**src/rtl/conv1d_pkg.sv**
```systemverilog
// Shared types and constants for the 4-tap conv1d tap reader.
package conv1d_pkg;

    typedef enum logic [1:0] {
        IDLE = 2'd0,
        MAC  = 2'd1,
        SAT  = 2'd2
    } state_t;

    localparam int N_TAPS = 4;
    localparam logic [2:0] BIAS_ADDR = 3'd4;

endpackage

```
**src/rtl/conv1d_tap_reader_if.sv**
```systemverilog
// Tap, weight-write and result bundle for conv1d_tap_reader.
interface conv1d_tap_reader_if #(
    parameter int W = 16
);
    logic                sample_clk;
    logic signed [W-1:0] tap0;
    logic signed [W-1:0] tap1;
    logic signed [W-1:0] tap2;
    logic signed [W-1:0] tap3;
    logic                wt_we;
    logic [2:0]          wt_addr;
    logic signed [W-1:0] wt_data;
    logic signed [W-1:0] sample_out;
    logic                out_valid;
    logic                busy;
    logic                overrun;

    modport master (
        output sample_clk, tap0, tap1, tap2, tap3,
        output wt_we, wt_addr, wt_data,
        input  sample_out, out_valid, busy, overrun
    );

    modport slave (
        input  sample_clk, tap0, tap1, tap2, tap3,
        input  wt_we, wt_addr, wt_data,
        output sample_out, out_valid, busy, overrun
    );
endinterface

```
**src/rtl/conv1d_sat.sv**
```systemverilog
// Adds the bias, drops FRAC fractional bits (floor) and clamps to W bits.
module conv1d_sat #(
    parameter int IW   = 34,
    parameter int W    = 16,
    parameter int FRAC = 12
) (
    input  logic signed [IW-1:0] acc,
    input  logic signed [W-1:0]  bias,
    output logic signed [W-1:0]  y
);
    // One guard bit so the bias add can never wrap.
    localparam int SW = IW + 1;
    localparam logic signed [SW-1:0] MAXV = {{(SW-W+1){1'b0}}, {(W-1){1'b1}}};
    localparam logic signed [SW-1:0] MINV = {{(SW-W+1){1'b1}}, {(W-1){1'b0}}};

    logic signed [SW-1:0] sum;
    logic signed [SW-1:0] shr;

    always_comb begin
        sum = $signed({acc[IW-1], acc})
            + ($signed({{(SW-W){bias[W-1]}}, bias}) <<< FRAC);
        shr = sum >>> FRAC;
        if (shr > MAXV) begin
            y = MAXV[W-1:0];
        end else if (shr < MINV) begin
            y = MINV[W-1:0];
        end else begin
            y = shr[W-1:0];
        end
    end
endmodule

```
**src/rtl/conv1d_tap_reader.sv**
```systemverilog
// 4-tap fixed-point FIR sampler: snapshot on sample_clk rise, 4-cycle MAC, saturate.
// Define CONV1D_RELU_EN to clamp negative results to zero.
module conv1d_tap_reader
    import conv1d_pkg::*;
#(
    parameter int W    = 16,
    parameter int FRAC = 12
) (
    input logic clk,
    input logic rst,
    conv1d_tap_reader_if.slave bus
);
    localparam int AW = 2*W + 2;
    localparam logic signed [W-1:0] ONE = W'(1 << FRAC);

    state_t state_q;
    state_t state_d;

    logic                 sclk_q;
    logic                 rise;
    logic                 wt_ok;
    logic [1:0]           k_q;
    logic signed [W-1:0]  snap [N_TAPS];
    logic signed [W-1:0]  wt   [N_TAPS];
    logic signed [W-1:0]  bias;
    logic signed [AW-1:0] acc;
    logic signed [2*W-1:0] prod;
    logic signed [W-1:0]  sat_y;
    logic signed [W-1:0]  res;

    assign rise     = bus.sample_clk & ~sclk_q;
    assign prod     = snap[k_q] * wt[k_q];
    assign wt_ok    = bus.wt_we & ~rise & (state_q == IDLE);
    assign bus.busy = (state_q != IDLE);

    conv1d_sat #(
        .IW  (AW),
        .W   (W),
        .FRAC(FRAC)
    ) u_sat (
        .acc (acc),
        .bias(bias),
        .y   (sat_y)
    );

`ifdef CONV1D_RELU_EN
    assign res = sat_y[W-1] ? '0 : sat_y;
`else
    assign res = sat_y;
`endif

    always_ff @(posedge clk) begin
        if (rst) begin
            state_q <= IDLE;
        end else begin
            state_q <= state_d;
        end
    end

    always_comb begin
        state_d = state_q;
        case (state_q)
            IDLE:    if (rise) state_d = MAC;
            MAC:     if (k_q == 2'd3) state_d = SAT;
            SAT:     state_d = IDLE;
            default: state_d = IDLE;
        endcase
    end

    always_ff @(posedge clk) begin
        if (rst) begin
            sclk_q         <= 1'b0;
            k_q            <= '0;
            acc            <= '0;
            bias           <= '0;
            bus.sample_out <= '0;
            bus.out_valid  <= 1'b0;
            bus.overrun    <= 1'b0;
            for (int i = 0; i < N_TAPS; i++) begin
                snap[i] <= '0;
                wt[i]   <= '0;
            end
            wt[0] <= ONE;
        end else begin
            sclk_q        <= bus.sample_clk;
            bus.out_valid <= 1'b0;
            // A rise while busy is dropped; the flag is sticky.
            if (rise && state_q != IDLE) begin
                bus.overrun <= 1'b1;
            end
            case (state_q)
                IDLE: begin
                    if (rise) begin
                        snap[0] <= bus.tap0;
                        snap[1] <= bus.tap1;
                        snap[2] <= bus.tap2;
                        snap[3] <= bus.tap3;
                        acc     <= '0;
                        k_q     <= '0;
                    end
                end
                MAC: begin
                    acc <= acc + $signed({{(AW-2*W){prod[2*W-1]}}, prod});
                    k_q <= k_q + 2'd1;
                end
                SAT: begin
                    bus.sample_out <= res;
                    bus.out_valid  <= 1'b1;
                end
                default: ;
            endcase
            if (wt_ok) begin
                unique case (1'b1)
                    (bus.wt_addr < 3'(N_TAPS)):
                        wt[bus.wt_addr[1:0]] <= bus.wt_data;
                    (bus.wt_addr == BIAS_ADDR):
                        bias <= bus.wt_data;
                    default: ;
                endcase
            end
        end
    end
endmodule

```
**src/flat_wrapper.sv**
```systemverilog
// flat-port wrapper written by rule: the top's interface ports become plain ports
module conv1d_tap_reader_flat import conv1d_pkg::*;
#(
    parameter int W    = 16,
    parameter int FRAC = 12
)
  (clk, rst, bus_sample_clk, bus_tap0, bus_tap1, bus_tap2, bus_tap3, bus_wt_we, bus_wt_addr, bus_wt_data, bus_sample_out, bus_out_valid, bus_busy, bus_overrun);
  conv1d_tap_reader_if #(.W(W)) bus_i ();
  input logic clk;
  input logic rst;
  input wire logic [$bits(bus_i.sample_clk)-1:0] bus_sample_clk;
  input wire logic [$bits(bus_i.tap0)-1:0] bus_tap0;
  input wire logic [$bits(bus_i.tap1)-1:0] bus_tap1;
  input wire logic [$bits(bus_i.tap2)-1:0] bus_tap2;
  input wire logic [$bits(bus_i.tap3)-1:0] bus_tap3;
  input wire logic [$bits(bus_i.wt_we)-1:0] bus_wt_we;
  input wire logic [$bits(bus_i.wt_addr)-1:0] bus_wt_addr;
  input wire logic [$bits(bus_i.wt_data)-1:0] bus_wt_data;
  output wire logic [$bits(bus_i.sample_out)-1:0] bus_sample_out;
  output wire logic [$bits(bus_i.out_valid)-1:0] bus_out_valid;
  output wire logic [$bits(bus_i.busy)-1:0] bus_busy;
  output wire logic [$bits(bus_i.overrun)-1:0] bus_overrun;
  assign bus_i.sample_clk = bus_sample_clk;
  assign bus_i.tap0 = bus_tap0;
  assign bus_i.tap1 = bus_tap1;
  assign bus_i.tap2 = bus_tap2;
  assign bus_i.tap3 = bus_tap3;
  assign bus_i.wt_we = bus_wt_we;
  assign bus_i.wt_addr = bus_wt_addr;
  assign bus_i.wt_data = bus_wt_data;
  assign bus_sample_out = bus_i.sample_out;
  assign bus_out_valid = bus_i.out_valid;
  assign bus_busy = bus_i.busy;
  assign bus_overrun = bus_i.overrun;
  conv1d_tap_reader #(.W(W), .FRAC(FRAC)) u_core (.clk(clk), .rst(rst), .bus(bus_i));
endmodule
```
**config.mk**
```make
export PLATFORM = sky130hd
export DESIGN_NAME = conv1d_tap_reader_flat
export DESIGN_NICKNAME = d
export VERILOG_FILES = /design/src/rtl/conv1d_pkg.sv /design/src/rtl/conv1d_tap_reader_if.sv /design/src/rtl/conv1d_sat.sv /design/src/rtl/conv1d_tap_reader.sv /design/src/flat_wrapper.sv
export SDC_FILE = /design/constraint.sdc
export NUM_CORES = 1
export LEC_CHECK = 0
export CORE_MARGIN = 3
export CORE_UTILIZATION = 64
export CTS_BUF_LIST = sky130_fd_sc_hd__clkbuf_8
export DETAILED_ROUTE_END_ITERATION = 8
export PLACE_DENSITY = 0.83
export SKIP_CTS_REPAIR_TIMING = 1
export SYNTH_ARGS = -nofsm -noshare
export SYNTH_HDL_FRONTEND = slang
export SYNTH_SLANG_ARGS = --single-unit
```
**constraint.sdc**
```tcl
create_clock -name clk -period 11.2 [get_ports clk]
set_input_delay 2.24 -clock clk [delete_from_list [all_inputs] [get_ports clk]]
set_output_delay 2.24 -clock clk [all_outputs]
set_load 0.1 [all_outputs]
```
==> impl_results.md, run 1 <==
* First-pass GRT wire length at 84,400 microns
* Clock tree root driver cell: clkbuf_8
* Sequential area share after synthesis at 0.255
* Worst rel slew slack at 0.186
* Worst skew pair latency at 0.57 ns
* Netlist cell types at 65
* Tmin final at 8.26 ns
* CTS H-Tree Depth at 2
* Setup crit start kind: flop
* Worst-path clk slew at 0.06 ns
* CP Class: reg2reg
* Most frequent cells in the layout: 363 x inv_1, 306 x fa_1, 200 x nor2_1
* DRC Markers at 0
* Avg Vias per Cell at 5.80
* Pin count of the biggest net entering global routing at 79
* #FFs+latches synth at 203
* Initial core utilization at 0.657
* Synth area leaders: fa_1 30%, edfxtp_1 17%, dfxtp_1 8.9%
* Period Utilization, post-route at 0.738
* Hold Violations, Final at 0
* Main synth FF type: edfxtp_1
* Met3 Use GR at 0.0622
* Drt initial violations at 1,241
* Status: complete, no violations
* Max VDD drop at 159 uV
* Clock Skews at 0.0289 ns
* Core footprint at 31,000 sq um
* Setup-failing EPs final at 0
* Avg Cell Area, Syn at 9.94 sq um
* Die Span Y at 184 microns
* Post-Synthesis Cells at 2,049
* Synth warn at 0
* Fillers at 2,230
* Vias in the first global route at 15,900
* Finished Layout Cells at 2,553
* Met1 Usage GRT at 0.420
* Synth Net Count at 2,567
* Cell total after placement at 2,490
* End of the worst register-to-register path: u_core.acc[33]
* HP Class: reg2reg
* Post-synth top area cell: fa_1
* Routed vias at 14,800
* Total grt overflow at 0
* Initial antenna violation count at 2
* R2R setup slack at 2.94 ns
* Tot GR Track Use at 0.321
* CTS buffer count at 34
* Crit-path max FO at 68
* GRT busiest layer: met2
* Final nets at 2,648
* RSZ-0062 raised after global routing: no
* HPWL after detailed placement at 40,600 microns
* P&R area growth vs syn at 10.3%
* MaxCap Viol Count at 0
* Post-Syn Area at 20,400 sq um
* Tot Pwr at 4000 uW
* Crit end category: flop
* Fraction of registers with async set/reset at 0
* Top-area cell type share of the netlist area at 0.301
* Hold Crit Start: u_core.wt[0][15]
* Max Slew Vio Count at 0
* Post-synth EDFFs at 112
* Average routed wire per standard cell at 20.5 microns
* PortBufs at 105
* CTS tree: done
* Final ANT Viol Nets at 0
* I/O pins at 106
* Die width at 184 microns
* Routed Wire Length at 52,300 microns
* Max Freq at 121 MHz
* Critical Path RT at 11.64 ns
* Hold Crit Depth at 2
* Met2 Usage GRT at 0.538
* FP Rows at 64
* Min-Delay Endpoint: u_core.wt[0][15]
* CTS Sinks at 203
* CP Data Arrival Time at 8.71 ns
* Final GP Congestion at 0.965
* Static Leak at 0.0107 uW
* R2R cell count at 22
* Drt pass-1 iters at 5
* PwrDens at 178 nW/um^2
* Layout cells sized above 1 at 0.0561
* Setup TNS at 0 ns
* Commonest non-fill, non-tap cell in the layout: inv_1
* Longest Clk Path Bufs at 3
* Tightest Pin Transition at 1.22 ns
* Die area at 34,000 sq um
## synth_stat cells (7+ instances only)
cell	instances
edfxtp_1	112
nor2b_1	17
mux2_2	23
o21ai_1	34
xor2_1	19
xnor2_1	35
nand3_1	11
o21a_1	18
clkbuf_1	74
nor3_1	16
nand2_1	189
fa_1	306
or3_1	13
dfxtp_1	91
o32ai_1	15
nor2_1	200
and2_1	127
a211oi_1	7
a22o_1	14
inv_1	352
o21ai_0	10
nand2b_1	14
a21oi_1	54
a31oi_1	11
a22oi_1	18
mux4_2	10
a21o_1	25
mux2i_1	40
ha_1	125
## power by group
part	switching, uW	total, uW	internal [uW]
Sequential	52.2	901	849
Combinational	1430	2430	1000
Clock	316	670	354
## per-stage QoR
step	hold WS (ns)	setup slack [ns]	utilization	cell area [sq um]
floorplan	0.433	3.17	-	20400
global placement	0.440	3.24	0.703	21800
detailed placement	0.444	3.01	0.703	21800
CTS	0.452	2.95	0.725	22500
global route	0.468	2.41	0.725	22500
finish	0.452	2.94	0.725	22500
## worst max-delay path by stage
stage / to / slack (ns) / start
2_1_floorplan: u_core.acc[33] / 3.17 / flop
5_1_grt: u_core.acc[33] / 2.41 / flop
6_report: u_core.acc[33] / 2.94 / flop
4_1_cts: u_core.acc[33] / 2.95 / flop
3_3_place_gp: u_core.acc[33] / 3.24 / flop
3_5_place_dp: u_core.acc[33] / 3.01 / flop
## cell families (layout without fill, tap and decap cells)
| group | Yosys count | in the layout | share of synthesized area |
|---|---|---|---|
| adders and majority gates | 431 | 431 | 0.378 |
| other | 0 | 1 | 0 |
| and+or+nand+nor | 616 | 616 | 0.141 |
| muxes | 74 | 74 | 0.0440 |
| xor gates and xnor gates | 54 | 54 | 0.0232 |
| buffers and inverters | 435 | 542 | 0.0808 |
| AOI/OAI and AO/OA | 236 | 236 | 0.0787 |
| DFF | 203 | 203 | 0.255 |
## routing by layer
metal,share of wire,wire [microns]
met1,0.39,20600
met2,0.49,25500
met3,0.076,3980
met4,0.042,2210
met5,0.00025,13
## worst max-delay path, cell delays in order (launching register included)
cell,delay [ns]
dfxtp_2,0.31
buf_4,0.55
mux4_2,0.80
nand2_1,0.22
inv_1,0.09
fa_1,0.63
fa_1,0.87
fa_1,0.52
fa_1,0.50
fa_1,0.49
inv_1,0.05
fa_1,0.48
inv_1,0.04
ha_1,0.35
a21o_1,0.23
a21o_1,0.17
a21o_1,0.20
a2111oi_0,0.54
nor4b_1,0.11
a311o_1,0.35
a311oi_2,0.30
xnor2_1,0.11
a22o_1,0.18
## area by class of cell
class,instances,area (sq um),area share
flip-flops and latches,203,5190,0.231
diodes,1,2.50,0.000111
well taps,396,495,0.0221
repair buffers,128,1220,0.0543
clock buffers,40,551,0.0245
clock inverters,22,136,0.00607
inverters,352,1320,0.0588
multi-input cells,1411,13500,0.603
## state kept, by name (all words and copies together) (netlist names), named ones only
| signal | flops |
|---|---|
| u_core.sclk_q | 1 |
| u_core.snap | 64 |
| u_core.state_q | 2 |
| u_core.bus.sample_out | 16 |
| u_core.bus.out_valid | 1 |
| u_core.k_q | 2 |
| u_core.acc | 34 |
| u_core.bus.overrun | 1 |
| u_core.wt | 64 |
| u_core.bias | 16 |
No activity file was read; power rests on OpenSTA's default activity.
==> inputs of run 2 (changes only) <==
- CORE_UTILIZATION: 64 -> 57
- PLACE_DENSITY: 0.83 -> 0.78
- clock period: 11.2 -> 6.85 ns (I/O delays scaled with it)
==> impl_results.md, run 2 (same netlist as run 1, synthesis figures left out) <==
* CTS buffer count at 36 (was 34)
* Critical-path top delay cell: fa_1 (unchanged)
* Clock tree root driver cell: clkbuf_8 (unchanged)
* CP Data Arrival Time at 7.44 ns (was 8.71 ns)
* Tot GR Track Use at 0.288 (was 0.321)
* Final setup margin at -0.146 ns (was 2.94 ns)
* HP Class: reg2reg (unchanged)
* CTS tree: done (unchanged)
* P&R area growth vs syn at 21.5% (was 10.3%)
* Sequential cell area at 5190 sq um (about the same)
* Tot Pwr at 7600 uW (was 4000 uW)
* Avg Vias per Cell at 5.55 (was 5.80)
* Setup-failing EPs final at 5 (was 0)
* Period Utilization, post-route at 1.02 (was 0.738)
* Worst-path clk slew at 0.06 ns (about the same)
* Worst rel slew slack at 0.211 (was 0.186)
* Setup TNS at -0.370 ns (was 0 ns)
* Clock Skews at 0.0396 ns (was 0.0289 ns)
* Setup crit start kind: flop (unchanged)
* Commonest non-fill, non-tap cell in the layout: inv_1 (unchanged)
* Initial core utilization at 0.584 (was 0.657)
* Worst skew pair latency at 0.57 ns (about the same)
* PortBufs at 105 (unchanged)
* Place WS at -0.223 ns (was 3.01 ns)
* Tmin final at 7.00 ns (was 8.26 ns)
* FP Rows at 68 (was 64)
* Failing checks: setup timing
* CTS Sinks at 203 (unchanged)
* I/O pins at 106 (unchanged)
* Routed Wire Length at 54,800 microns (was 52,300 microns)
* Fillers at 2,478 (was 2,230)
* Drt initial violations at 1,158 (was 1,241)
* Layout cells sized above 1 at 0.167 (was 0.0561)
* Max VDD drop at 246 uV (was 159 uV)
* Most frequent cells in the layout: 358 x inv_1, 298 x fa_1, 193 x nor2_1 (was 363 x inv_1, 306 x fa_1, 200 x nor2_1)
* Crit end category: flop (unchanged)
* Die area at 38,000 sq um (was 34,000 sq um)
* Average routed wire per standard cell at 19.6 microns (was 20.5 microns)
* Tightest Pin Transition at 1.18 ns (was 1.22 ns)
* Hold Violations, Final at 0 (unchanged)
* Total grt overflow at 0 (unchanged)
* Critical Path Most Common Cell: fa_1 (unchanged)
* Final GP Congestion at 0.974 (was 0.965)
* MaxCap Viol Count at 0 (unchanged)
* Status: finished, violations left (was complete, no violations)
* Regs by FF count: u_core.snap (64), u_core.wt (64), u_core.acc (34) (unchanged)
* Final Util at 0.709 (was 0.725)
* Initial antenna violation count at 0 (was 2)
* Core footprint at 34,900 sq um (was 31,000 sq um)
* Die width at 195 microns (was 184 microns)
* CP Class: reg2reg (unchanged)
* Crit-path max FO at 7 (was 68)
* Drt pass-1 iters at 5 (unchanged)
* Multi-input gate area in the final layout at 14,000 sq um (was 13,500 sq um)
* Routed vias at 15,500 (was 14,800)
* Static Leak at 0.0118 uW (was 0.0107 uW)
* Max Slew Vio Count at 0 (unchanged)
* Pin count of the biggest net entering global routing at 65 (was 79)
* Max incr delay on CP at 0.53 ns (was 0.87 ns)
* RSZ-0062 raised after global routing: yes (was no)
* DRC Markers at 0 (unchanged)
* Critical Path RT at 7.29 ns (was 11.64 ns)
* Antenna Cells at 0 (was 1)
* Die Span Y at 195 microns (was 184 microns)
* Final ANT Viol Nets at 0 (unchanged)
* First-pass GRT wire length at 88,000 microns (was 84,400 microns)
* Vias in the first global route at 16,900 (was 15,900)
* Max Freq at 143 MHz (was 121 MHz)
* Longest Clk Path Bufs at 3 (unchanged)
* CTS H-Tree Depth at 2 (unchanged)
* Final nets at 2,831 (was 2,648)
* PwrDens at 307 nW/um^2 (was 178 nW/um^2)
* HPWL after detailed placement at 43,000 microns (was 40,600 microns)
[run 2: changes by cell type in the layout (fill, tap and decap cells not counted), sizes merged]
cell / change
buf: +178
clkbuf: +4
clkinv: +3
diode: -1
[run 2: per-stage QoR]
stage	instances	cell area (sq um)	hold slack (ns)
2_1_floorplan	2049	20600	0.433
3_3_place_gp	2691	23100	0.443
3_5_place_dp	2691	23100	0.448
4_1_cts	2757	23800	0.455
5_1_grt	2796	24700	0.486
6_report	2796	24700	0.457
[run 2: layout make-up]
class,instances,share of cell area
multi-input combinational,1411,0.568
tap,455,0.0230
clock buffer,41,0.0228
clock inverter,25,0.00597
inverter,352,0.0534
timing repair buffer,309,0.117
sequential,203,0.210
[run 2: critical path: cells and delay by family, from the launching register on]
kind	cells	cell delay, ns
AOI/OAI and AO/OA	6	1.60
xor gates and xnor gates	1	0.11
adders and majority gates	7	2.96
buffers and inverters	8	0.81
DFF	1	0.45
muxes	1	0.21
and+or+nand+nor	5	0.77
[run 2: final timing paths]
kind	startpoint	endpoint	slack (ns)	cells after the start
max reg2reg	flop	u_core.acc[33]	-0.15	28
min	u_core.wt[0][6]	u_core.wt[0][6]	0.46	2
min reg2reg	u_core.wt[0][6]	u_core.wt[0][6]	0.46	2
max	flop	u_core.acc[33]	-0.15	28
[run 2: report_power, final]
group,internal (uW),switching [uW]
clock network,592,533
registers,1390,92.4
logic,2280,2710
[run 2: layer usage]
| metal | vias to the layer above | wire length, microns | GRT usage |
|---|---|---|---|
| met1 | 7737 | 22300 | 0.377 |
| met2 | 574 | 27200 | 0.497 |
| met3 | 130 | 3450 | 0.0464 |
| met5 | - | 0 | 0 |
| met4 | 0 | 1810 | 0.0898 |
| li1 | 7084 | - | - |
